$ cat config.mk
export PLATFORM = sky130hd
export DESIGN_NAME = render_sequencer
export DESIGN_NICKNAME = d
export VERILOG_FILES = /design/src/rtl/fb_pkg.sv /design/src/rtl/fb_clear_cnt.sv /design/src/rtl/render_sequencer.sv
export SDC_FILE = /design/constraint.sdc
export NUM_CORES = 1
export LEC_CHECK = 0
export ABC_AREA = 1
export CAP_MARGIN = 20
export CORE_MARGIN = 10
export CORE_UTILIZATION = 39
export CTS_CLUSTER_DIAMETER = 30
export CTS_CLUSTER_SIZE = 25
export DETAILED_ROUTE_END_ITERATION = 6
export PLACE_DENSITY = 0.72
export SETUP_SLACK_MARGIN = 0.15
export SLEW_MARGIN = 15
export SYNTH_ARGS = -nofsm -noshare
export SYNTH_HDL_FRONTEND = slang
export SYNTH_SLANG_ARGS = --single-unit
$ cat constraint.sdc
create_clock -name clk_sys -period 1.64 [get_ports clk_sys]
set_clock_uncertainty 0.15 [all_clocks]
set_input_delay 0.328 -clock clk_sys [delete_from_list [all_inputs] [get_ports clk_sys]]
set_output_delay 0.328 -clock clk_sys [all_outputs]
set_load 0.1 [all_outputs]
$ cat src/rtl/fb_pkg.sv
// Shared framebuffer constants, render FSM state type and the fb_addr packing helper.
package fb_pkg;

    localparam int FB_H_RES = 640;
    localparam int FB_V_RES = 480;
    localparam int FB_PIX_W = 12;

    typedef enum logic [1:0] {
        IDLE      = 2'd0,
        CLEAR     = 2'd1,
        DRAW_KICK = 2'd2,
        DRAW      = 2'd3
    } render_state_t;

    // Packs {buffer_sel, pixel_addr}; the caller narrows the result to ADDR_W+1 bits.
    function automatic logic [31:0] fb_pack_addr(input logic sel, input logic [30:0] addr,
                                                 input int unsigned aw);
        return ({31'd0, sel} << aw) | {1'b0, addr};
    endfunction

endpackage

$ cat src/rtl/fb_clear_cnt.sv
// Clear address counter: walks 0..N-1 once per start, holding the address currently issued.
module fb_clear_cnt #(
    parameter int ADDR_W = 19,
    parameter int N      = 307200
) (
    input  logic              clk_sys,
    input  logic              srst_n,
    input  logic              i_start,
    output logic              o_busy,
    output logic              o_last,
    output logic [ADDR_W-1:0] o_next
);

    localparam logic [ADDR_W-1:0] LAST_ADDR = ADDR_W'(N - 1);

    logic [ADDR_W-1:0] r_cnt;
    logic              r_busy;

    // Load on start, then step once per cycle and stop at the terminal address.
    always_ff @(posedge clk_sys or negedge srst_n) begin
        if (!srst_n) begin
            r_cnt  <= '0;
            r_busy <= 1'b0;
        end else if (i_start) begin
            r_cnt  <= '0;
            r_busy <= 1'b1;
        end else if (r_busy) begin
            if (r_cnt == LAST_ADDR) begin
                r_busy <= 1'b0;
            end else begin
                r_cnt <= r_cnt + {{(ADDR_W-1){1'b0}}, 1'b1};
            end
        end else begin
            r_cnt  <= r_cnt;
            r_busy <= r_busy;
        end
    end

    assign o_busy = r_busy;
    assign o_last = r_busy && (r_cnt == LAST_ADDR);
    assign o_next = r_cnt + {{(ADDR_W-1){1'b0}}, 1'b1};

endmodule

$ cat src/rtl/render_sequencer.sv
// Back-buffer render sequencer owning the framebuffer write port.
// Define RENDER_SEQ_CLEAR_EN to clear each frame to bg_color before drawing.
module render_sequencer
    import fb_pkg::*;
#(
    parameter int H_RES  = FB_H_RES,
    parameter int V_RES  = FB_V_RES,
    parameter int PIX_W  = FB_PIX_W,
    parameter int ADDR_W = $clog2(H_RES * V_RES)
) (
    input  logic              clk_sys,
    input  logic              srst_n,
    input  logic              start_render,
    input  logic              back_sel,
    input  logic [PIX_W-1:0]  bg_color,
    output logic              render_idle,
    output logic              draw_start,
    output logic              draw_gnt,
    input  logic              draw_req,
    input  logic [ADDR_W-1:0] draw_addr,
    input  logic [PIX_W-1:0]  draw_data,
    input  logic              draw_done,
    output logic              fb_we,
    output logic [ADDR_W:0]   fb_addr,
    output logic [PIX_W-1:0]  fb_wdata,
    output logic              overrun,
    output logic [15:0]       oob_cnt
);

    localparam int unsigned N = H_RES * V_RES;

    render_state_t     r_state;
    render_state_t     w_state_nx;
    logic              r_sel;
    logic              w_we_nx;
    logic [ADDR_W:0]   w_addr_nx;
    logic [PIX_W-1:0]  w_wdata_nx;
    logic              w_accept;
    logic              w_in_range;
    logic              w_draw_oob;

    assign w_accept   = (r_state == IDLE) && start_render;
    assign w_in_range = 32'(draw_addr) < N;
    assign w_draw_oob = (r_state == DRAW) && draw_req && !w_in_range;

`ifdef RENDER_SEQ_CLEAR_EN
    logic [PIX_W-1:0]  r_bg;
    logic              w_clr_busy;
    logic              w_clr_last;
    logic [ADDR_W-1:0] w_clr_next;

    fb_clear_cnt #(.ADDR_W(ADDR_W), .N(N)) u_clear_cnt (
        .clk_sys (clk_sys),
        .srst_n  (srst_n),
        .i_start (w_accept),
        .o_busy  (w_clr_busy),
        .o_last  (w_clr_last),
        .o_next  (w_clr_next)
    );
`else
    logic w_unused_bg;
    assign w_unused_bg = ^bg_color;
`endif

    // Next state and next framebuffer write; the port is granted purely by state.
    always_comb begin
        w_state_nx = r_state;
        w_we_nx    = 1'b0;
        w_addr_nx  = fb_addr;
        w_wdata_nx = fb_wdata;
        case (r_state)
            IDLE: begin
                if (start_render) begin
`ifdef RENDER_SEQ_CLEAR_EN
                    w_state_nx = CLEAR;
                    w_we_nx    = 1'b1;
                    w_addr_nx  = (ADDR_W+1)'(fb_pack_addr(back_sel, 31'd0, ADDR_W));
                    w_wdata_nx = bg_color;
`else
                    w_state_nx = DRAW_KICK;
`endif
                end else begin
                    w_state_nx = IDLE;
                end
            end
            CLEAR: begin
`ifdef RENDER_SEQ_CLEAR_EN
                if (w_clr_busy && !w_clr_last) begin
                    w_we_nx    = 1'b1;
                    w_addr_nx  = (ADDR_W+1)'(fb_pack_addr(r_sel, 31'(w_clr_next), ADDR_W));
                    w_wdata_nx = r_bg;
                end else begin
                    w_state_nx = DRAW_KICK;
                end
`else
                w_state_nx = IDLE;
`endif
            end
            DRAW_KICK: w_state_nx = DRAW;
            DRAW: begin
                if (draw_req && w_in_range) begin
                    w_we_nx    = 1'b1;
                    w_addr_nx  = (ADDR_W+1)'(fb_pack_addr(r_sel, 31'(draw_addr), ADDR_W));
                    w_wdata_nx = draw_data;
                end else begin
                    w_we_nx = 1'b0;
                end
                if (draw_done) begin
                    w_state_nx = IDLE;
                end else begin
                    w_state_nx = DRAW;
                end
            end
            default: w_state_nx = IDLE;
        endcase
    end

    // State, latched frame parameters and all registered outputs.
    always_ff @(posedge clk_sys or negedge srst_n) begin
        if (!srst_n) begin
            r_state     <= IDLE;
            r_sel       <= 1'b0;
            render_idle <= 1'b1;
            draw_start  <= 1'b0;
            draw_gnt    <= 1'b0;
            fb_we       <= 1'b0;
            fb_addr     <= '0;
            fb_wdata    <= '0;
            overrun     <= 1'b0;
            oob_cnt     <= 16'd0;
        end else begin
            r_state     <= w_state_nx;
            render_idle <= (w_state_nx == IDLE);
            draw_start  <= (w_state_nx == DRAW_KICK);
            draw_gnt    <= (w_state_nx == DRAW);
            fb_we       <= w_we_nx;
            fb_addr     <= w_addr_nx;
            fb_wdata    <= w_wdata_nx;
            overrun     <= start_render && (r_state != IDLE);
            if (w_accept) begin
                r_sel <= back_sel;
            end
            if (w_draw_oob && (oob_cnt != 16'hFFFF)) begin
                oob_cnt <= oob_cnt + 16'd1;
            end
        end
    end

`ifdef RENDER_SEQ_CLEAR_EN
    // Clear colour is captured together with the buffer select.
    always_ff @(posedge clk_sys or negedge srst_n) begin
        if (!srst_n) begin
            r_bg <= '0;
        end else if (w_accept) begin
            r_bg <= bg_color;
        end else begin
            r_bg <= r_bg;
        end
    end
`endif

endmodule
After elaboration in Yosys (flattened, before gate mapping):

Index checks and enable logic that the tools add are counted.

* logic and storage cells: 35
* output and inout port bits: 53
* register bits after elaboration: 56
* bits of input ports: 49

* bitwise logic cells: 1
* reduce and logical (&&, ||, !) cells: 11
* muxes and demuxes: 5
* equal/unequal tests: 6
* add/sub/neg operators: 1
* order comparisons: 1

Operators by type and width (count)
* $or 20x19->20: 1
* $lt 19x19->1 const B: 1
* $add 16x1->16 const B: 1
* $ne 16x16->1 const B: 1
* $eq 2x2->1 const B: 4
* $pmux 2 s4: 1
* $logic_and 1x1->1: 6
* $logic_not 2->1: 2
* $mux 2: 2
* $eq 2x1->1 const B: 1
* $mux 1: 2
* $reduce_and 2->1: 1
* $reduce_bool 2->1: 1
* $logic_not 1->1: 1

Longest topological paths before layout:

Gate-level depths: netlist of run 1.

* depth after elaboration: 4
* mapped depth: 10
* gate-level depth less buffers: 9

Worst setup path before layout of run 1:

OpenSTA, ideal clock, no wires.

* path type: flip-flop to flip-flop
* start point: register oob_cnt[0]
* end point: register oob_cnt[9]
* path buffers: 1
* period minus slack after synthesis: 2.344 ns
* library setup time: 0.068 ns
* setup slack: -0.704 ns
* data required time: 1.422 ns
* cell stages (with the launch flop): 11
* arrival time: 2.126 ns
* path through: dfrtp_1 -> ha_1 -> nand3_1 -> inv_2 -> nand2_2 -> inv_2 -> nand3_2 -> nand2_4 -> buf_6 -> nand2_1 -> nand2_1

* longest elaborated chain between the ends: 2
* elaborated cells between the ends (all ways): 3
* those cells by class: add/sub: 1; eq/ne: 1; reduce/logical: 1

Ends and longest elaborated chain
* start: declaration: line render_sequencer.sv:27 `output logic [15:0] oob_cnt`
* start signal: assignment: line render_sequencer.sv:144 `oob_cnt <= oob_cnt + 16'd1;`
* parallel branches: the longest is 2 deep, another holds $add 16x1->16

Several ways; the timed one is not identified.
A chain may end at the register's enable or synchronous reset.

Worst setup path in the final report of run 1:

* start point: register oob_cnt[0]
* end point: output port oob_cnt[0]

No word-level cell between the ends.

==> results by group, run 1 <==
Finish
  – Ant. Diodes: 0
  – Area of the multi-input gates: about 1100 µm²
  – Design Area, Final: 4672 µm²
  – Area Overhead vs Synth: 84.03%
  – Fin util: approximately three quarters
  – Register Area: approximately 1500 µm²
  – Layout Cells excl Fill: between 500 and 600
  – Count of filler cells inserted in the layout: 410
  – Layout Nets: ~490
  – Share of layout cells above drive strength 1: between 30% and 40%

Synthesis
  – Synth cell types: 24
  – Synth Register Bits: 56
  – Post-synth EDFFs: 0
  – Mapped cell area: approximately 2500 µm²
  – Total of warnings raised by yosys: 0
  – Syn_nets: roughly 370
  – Fraction of registers with async set/reset: 100.0%
  – Syn Inst Count: approximately 320
  – Syn_area_per_cell: 7.983 µm²
  – Synth Flop Type: dfrtp_1
  – Sequential fraction of the synthesis area: between 50% and 60%

Clocking
  – CTS Sinks: 56
  – CTS H-tree lvls: 2
  – Root buf cell: clkbuf_8
  – Later-pin clock latency in the skew report: between 0.3 and 0.4 ns
  – Total CTS buffers: 5
  – TritonCTS clock tree: built
  – Clock-pin transition on the worst setup and hold timing paths: 0.10 ns
  – Clock buffer depth: 2

Routing
  – Drt wl/cell: between 15 and 20 µm
  – Metal3 WL: ~900 µm
  – DRT iter0 DRCs: between 80 and 90
  – DR top layer: met4
  – Routed wire length: 7904 µm
  – WL met2: 4013 µm
  – Routed vias/inst: between 4 and 5
  – Via count: around 2,400
  – DRT antenna net count: 0
  – Post-Route M1 WL: around 2900 µm
  – DRC: 0
  – Drt first pass iters: 4

Hold path
  – Hold Crit Class: in2reg
  – Worst hold start: draw_addr[13]
  – Hold Path Depth: 3
  – Hold EP: fb_addr[13]

Critical path
  – Crit path capture type: output port
  – Reg2reg path depth: 9
  – RR Endpoint: oob_cnt[11]
  – CP required: 1.16 ns
  – Critical Path Source Type: register
  – R2R setup slack: about 0.06 ns
  – Critical path peak fanout: 4
  – Critical path type: reg2out
  – Critical path arrival: 1.12 ns
  – Reg2reg start: oob_cnt[1]

Die
  – Core Region: 6350 µm²
  – Die Ht: roughly 100 µm
  – Initial Utilization: around two fifths
  – # IOs: 102
  – Die ar.: 10,140 µm²
  – DIE WIDTH: between 100 and 150 µm
  – FP Rows: 29

Timing
  – Period utilization: between 90% and 100%
  – Final WS setup: approximately 0.046 ns
  – Period minus WS final: ~1.6 ns
  – Fmax: around 630 MHz
  – Max-slew violations: 0
  – Worst hold margin: roughly 0.11 ns
  – Worst slew margin: 79.90%
  – RSZ-0062 raised after global routing: true
  – Setup_tns: 0 ns
  – Finish-stage setup viols: 0
  – Worst Tran Pin Value: around 0.3 ns
  – Final hold viol count: 0

GRT
  – Gr ovfl total: 0
  – First-pass GRT wire length: roughly 12,000 µm
  – Largest net degree at the start of global routing: 57
  – Antenna violations before repair: 0
  – Vias in the first global route: roughly 2,600
  – All-Layer GR Usage: about 15%

Power
  – Combinational group share of total power: between 60 and 70%
  – Int Power: roughly 4.8 mW
  – Clock power frac: a little under a tenth
  – Flop pwr share: about a quarter
  – Peak supply drop: 0.001934 V
  – Static leakage: approximately 2.3 nW
  – Psw: about 5.5 mW
  – PD cells: 2201 nW/µm²
  – Overall Power: just over 10 mW
  – Net Sw Frac: around 53%

Run status
  – Status: finished, final reports clean

Placed design
  – RePlAce Congestion: roughly 0.81
  – Post-DP Area: ~4200 µm²
  – Port buffer count: 89
  – Post-place setup slack: -0.1906 ns
  – DPL Wire Length: between 5000 and 6000 µm
  – Number of cells after detailed placement: ~490

Run
  – Total of max-cap violations: 0
==> layout make-up <==
type	count	area share, %
Tap cell	77	2.062
Multi-Input combinational cell	234	23.65
Inverter	21	1.955
Timing Repair Buffer	124	38.64
Clock inverter	2	0.8302
Clock buffer	6	1.768
Sequential cell	56	31.09
==> logic make-up (layout without fill, tap and decap cells) <==
group	after synthesis	in the layout	synth area share, %
DFF	56	56	55.25
xor gates and xnor gates	7	7	2.415
adders and majority gates	1	1	0.4928
buffers and inverters	29	153	5.077
and+or+nand+nor	218	219	35.39
AOI/OAI and AO/OA	7	7	1.380
==> how the worst max path moves through the flow <==
| stage | from | cells after the start | endpoint | slack (ns) |
|---|---|---|---|---|
| after global routing | oob_cnt[1] | 9 | oob_cnt[5] | -0.01 |
| after floorplan | oob_cnt[0] | 10 | oob_cnt[9] | -0.11 |
| final | oob_cnt[0] | 2 | oob_cnt[0] | 0.05 |
| after CTS | oob_cnt[0] | 2 | oob_cnt[0] | 0.04 |
| after global placement | draw_addr[18] | 11 | fb_addr[12] | -0.18 |
| after detailed placement | draw_addr[18] | 11 | fb_addr[9] | -0.19 |
==> per-layer routing <==
metal  global-route usage [%]  vias to the layer above
met5                        0                        -
met4                    4.457                        0
met3                    9.122                        9
met2                    24.52                       77
met1                    15.54                     1139
li1                         -                     1208
==> sequential cells by signal, indices dropped and copies added, names as in the netlist, 2 cells and up <==
| signal | count |
|---|---|
| fb_addr | 20 |
| oob_cnt | 16 |
| fb_wdata | 12 |
| r_state | 2 |
==> critical path: stages, from the launching register on <==
cell,delay (ns)
dfrtp_4,0.52
buf_6,0.14
buf_12,0.15
==> cell usage in the layout, fill, tap and decap left out, types with 2 or more instances in the layout <==
cell type and instances:
nand3_4 3, xor2_1 3, a21oi_1 2, nand3_1 5, buf_6 5, dfrtp_4 12
nand2_4 5, o21ai_1 3, inv_4 2, clkbuf_16 3, buf_4 23, inv_1 16
inv_2 2, nand2_1 172, nand2_2 9, dlymetal6s2s_1 6, nor2_1 14, clkdlybuf4s50_1 29
nor2_4 4, nand4_1 4, buf_12 56, clkbuf_8 6, dfrtp_1 39, dfrtp_2 4
xnor2_1 4
==> power by group through the flow <==
stage	Combinational, mW	Clock (mW)	Sequential, mW
floorplan	0.606	0	5.78
global placement	6.58	0	2.51
detailed placement	6.63	0	2.55
CTS	6.74	0.984	2.52
finish	6.80	0.961	2.52
global route	7.04	1.03	2.59
==> what timing repair did <==
action                                  CTS  global route
endpoints found under the setup margin   32            63
pin swaps                                 4             4
hold buffers                              1             0
resized for setup                        15            25
endpoints found under the hold margin    55             0
gates cloned                              1             4
setup buffers                            12             6
==> synth_stat cells, drive strengths merged (2+ instances only) <==
master,count,area [µm²]
xor2,3,26.28
buf,6,42.54
nand3,8,50.05
nand4,4,25.02
inv,21,78.83
o21ai,5,25.02
a21oi,2,10.01
dfrtp,55,1376
nand2,185,711.9
nor3,2,15.01
clkbuf,2,7.510
xnor2,4,35.03
nor2,19,96.34
No activity file was read; power rests on OpenSTA's default activity.
==> run 2, diff against run 1 <==
--- a/config.mk
+++ b/config.mk
@@ -8,11 +8,13 @@
 export ABC_AREA = 1
 export CAP_MARGIN = 20
 export CORE_MARGIN = 10
-export CORE_UTILIZATION = 39
+export CORE_UTILIZATION = 56
 export CTS_CLUSTER_DIAMETER = 30
 export CTS_CLUSTER_SIZE = 25
 export DETAILED_ROUTE_END_ITERATION = 6
-export PLACE_DENSITY = 0.72
+export DONT_BUFFER_PORTS = 1
+export GPL_ROUTABILITY_DRIVEN = 0
+export PLACE_DENSITY = 0.7
 export SETUP_SLACK_MARGIN = 0.15
 export SLEW_MARGIN = 15
 export SYNTH_ARGS = -nofsm -noshare
==> results by group, run 2 (synthesized netlist as in run 1, its figures left out) <==
Die
  – FP Rows: 24
  – Die ar.: 7627 µm²
  – Die Ht: just under 90 µm
  – Initial Utilization: just under 60%
  – # IOs: slightly above 100
  – DIE WIDTH: 87.33 µm
  – Core Region: roughly 4400 µm²

GRT
  – First-pass GRT wire length: 12,300 µm
  – All-Layer GR Usage: roughly a fifth
  – Antenna violations before repair: 0
  – Vias in the first global route: between 2,000 and 2,500
  – Gr ovfl total: 0
  – Largest net degree at the start of global routing: 57

Clocking
  – Clock buffer depth: 2
  – CTS H-tree lvls: 2
  – Later-pin clock latency in the skew report: 0.31 ns
  – CTS Sinks: 56
  – TritonCTS clock tree: built
  – Clock-pin transition on the worst setup and hold timing paths: 0.10 ns
  – Total CTS buffers: 5
  – CTS Hold Bufs: 31
  – Root buf cell: clkbuf_8

Critical path
  – Critical Path Source Type: register
  – Critical path's slowest cell: dfrtp_4
  – CP required: between 1.5 and 2 ns
  – Setup crit start: oob_cnt[1]
  – Worst path max stage delay: roughly 0.51 ns
  – Critical path arrival: around 1.7 ns
  – R2R setup slack: roughly 0.018 ns
  – Reg2reg start: oob_cnt[1]
  – Worst path cell trace: ha_4, nand3_4, inv_4, nand3_4, nor2_4, nor2_4, buf_6, nand2_1, nand2_1
  – Critical path peak fanout: 5
  – Crit path capture type: register
  – Critical path type: reg2reg

Routing
  – Drt wl/cell: between 15 and 20 µm
  – DRT antenna net count: 0
  – Routed wire length: between 8000 and 9000 µm
  – Routed vias/inst: roughly 5.2
  – DRT iter0 DRCs: 208
  – DRC: 0
  – Drt first pass iters: 5
  – Via count: 2,477

Finish
  – Ant. Diodes: 0
  – Regs by FF count: fb_addr: 20 flops, oob_cnt: 16 flops, fb_wdata: 12 flops
  – Fin util: 88.50%
  – Count of filler cells inserted in the layout: roughly 220
  – Commonest non-fill, non-tap cells in the layout: nand2_1 (169), buf_4 (53), dfrtp_1 (38)
  – Largest register by flop count: fb_addr
  – Layout Cells excl Fill: between 400 and 500
  – Most common cell after layout, fill and taps aside: nand2_1
  – Layout Nets: 472
  – Area Overhead vs Synth: 52.83%
  – Share of layout cells above drive strength 1: 30.73%
  – Max reg flops: 20
  – Area of the multi-input gates: around 1100 µm²
  – Register Area: roughly 1500 µm²

Timing
  – Worst slew margin: between 70 and 80%
  – RSZ-0062 raised after global routing: true
  – Period minus WS final: around 1.6 ns
  – Finish-stage setup viols: 0
  – Final WS setup: around 0.018 ns
  – Fmax: approximately 620 MHz
  – Max-slew violations: 0
  – Final hold viol count: 57
  – Period utilization: a little over nine tenths
  – Worst hold margin: -0.4574 ns
  – Worst Tran Pin Value: approximately 0.33 ns

Power
  – Static leakage: just under 2 nW
  – Clock power frac: a little over a tenth
  – Combinational group share of total power: approximately 64%
  – Peak supply drop: 0.001505 V
  – PD cells: roughly 2200 nW/µm²
  – Flop pwr share: 25.2%
  – Psw: a little over 5 mW
  – Net Sw Frac: about three fifths
  – Int Power: 3.452 mW

Placed design
  – Port buffer count: 0
  – Post-place setup slack: ~0.046 ns
  – DPL Wire Length: between 4000 and 5000 µm
  – Number of cells after detailed placement: 421

Run
  – Total of max-cap violations: 0

Run status
  – Status: complete, but fails checks
  – Failing checks: negative hold slack

Hold path
  – Hold Crit Class: in2async
==> run 2: cell count changes in the layout (fill, tap and decap cells not counted), sizes merged <==
cell / change
clkbuf: -2
clkdlybuf4s50: -29
dlygate4sd3: +30
buf: -12
dlymetal6s2s: -6
clkinv: -1
==> run 2: power groups by stage <==
stage	registers [mW]	clock network, mW	logic [mW]
detailed placement	2.17	0	5.31
global placement	2.15	0	5.28
CTS	2.15	0.905	5.47
global route	2.21	0.957	5.72
floorplan	5.78	0	0.606
finish	2.16	0.909	5.50
==> run 2: final cells by class <==
| cell class | instances | area share, % |
|---|---|---|
| clock buffers | 7 | 1.967 |
| clock inverters | 1 | 0.7739 |
| inverters | 21 | 2.161 |
| multi-input cells | 234 | 28.99 |
| flip-flops and latches | 56 | 37.47 |
| well taps | 52 | 1.677 |
| repair buffers | 104 | 26.96 |
==> run 2: worst paths after layout <==
| kind | end | depth (start not counted) |
|---|---|---|
| setup / recovery | oob_cnt[12] | 9 |
| hold / removal | oob_cnt[11] | 0 |
| setup reg to reg | oob_cnt[12] | 9 |
| hold reg to reg | r_sel | 2 |
| max in group asynchronous | render_idle | 0 |
| min in group clk_sys | fb_addr[16] | 2 |
==> run 2: layer usage <==
layer  vias to the layer above  part of all wire (%)  wire length, µm  track usage (%)
met5                         -                     0                0                0
met4                         0                   2.3              187            6.232
met3                        20                    10              820            8.052
met2                       129                    53             4363            36.04
met1                      1165                    34             2806            21.13
li1                       1163                     -                -                -
==> run 2: worst max-delay path, delay by kind of cell (launching register included) <==
| kind | cells | cell delay [ns] |
|---|---|---|
| flip-flops | 1 | 0.51 |
| buffers and inverters | 2 | 0.20 |
| adder cells (fa/ha/maj) | 1 | 0.18 |
| AND/OR/NAND/NOR | 6 | 0.51 |
==> run 2: through the flow <==
| stage | instance area (µm²) | total power, mW | setup TNS (ns) |
|---|---|---|---|
| after global routing | 3880 | 8.888 | -0.1726 |
| after detailed placement | 3097 | 7.485 | 0 |
| after CTS | 3786 | 8.521 | 0 |
| after floorplan | 2614 | 6.386 | -1.051 |
| after global placement | 3097 | 7.436 | 0 |
| final | 3880 | 8.572 | 0 |
==> run 2: repair_timing <==
action | in CTS | in global routing
cloned | 1 | 1
resized for setup | 48 | 20
endpoints found under the setup margin | 33 | 62
pin swaps | 6 | 8
buffers inserted | 9 | 4
endpoints found under the hold margin | 88 | 56
==> run 3, diff against run 2 <==
--- a/config.mk
+++ b/config.mk
@@ -8,13 +8,12 @@
 export ABC_AREA = 1
 export CAP_MARGIN = 20
 export CORE_MARGIN = 10
-export CORE_UTILIZATION = 56
-export CTS_CLUSTER_DIAMETER = 30
+export CORE_UTILIZATION = 39
+export CTS_CLUSTER_DIAMETER = 100
 export CTS_CLUSTER_SIZE = 25
 export DETAILED_ROUTE_END_ITERATION = 6
-export DONT_BUFFER_PORTS = 1
 export GPL_ROUTABILITY_DRIVEN = 0
-export PLACE_DENSITY = 0.7
+export PLACE_DENSITY = 0.72
 export SETUP_SLACK_MARGIN = 0.15
 export SLEW_MARGIN = 15
 export SYNTH_ARGS = -nofsm -noshare
==> results of run 3 <==
Same layout as run 1: the final DEF is identical, and so are final timing and power.
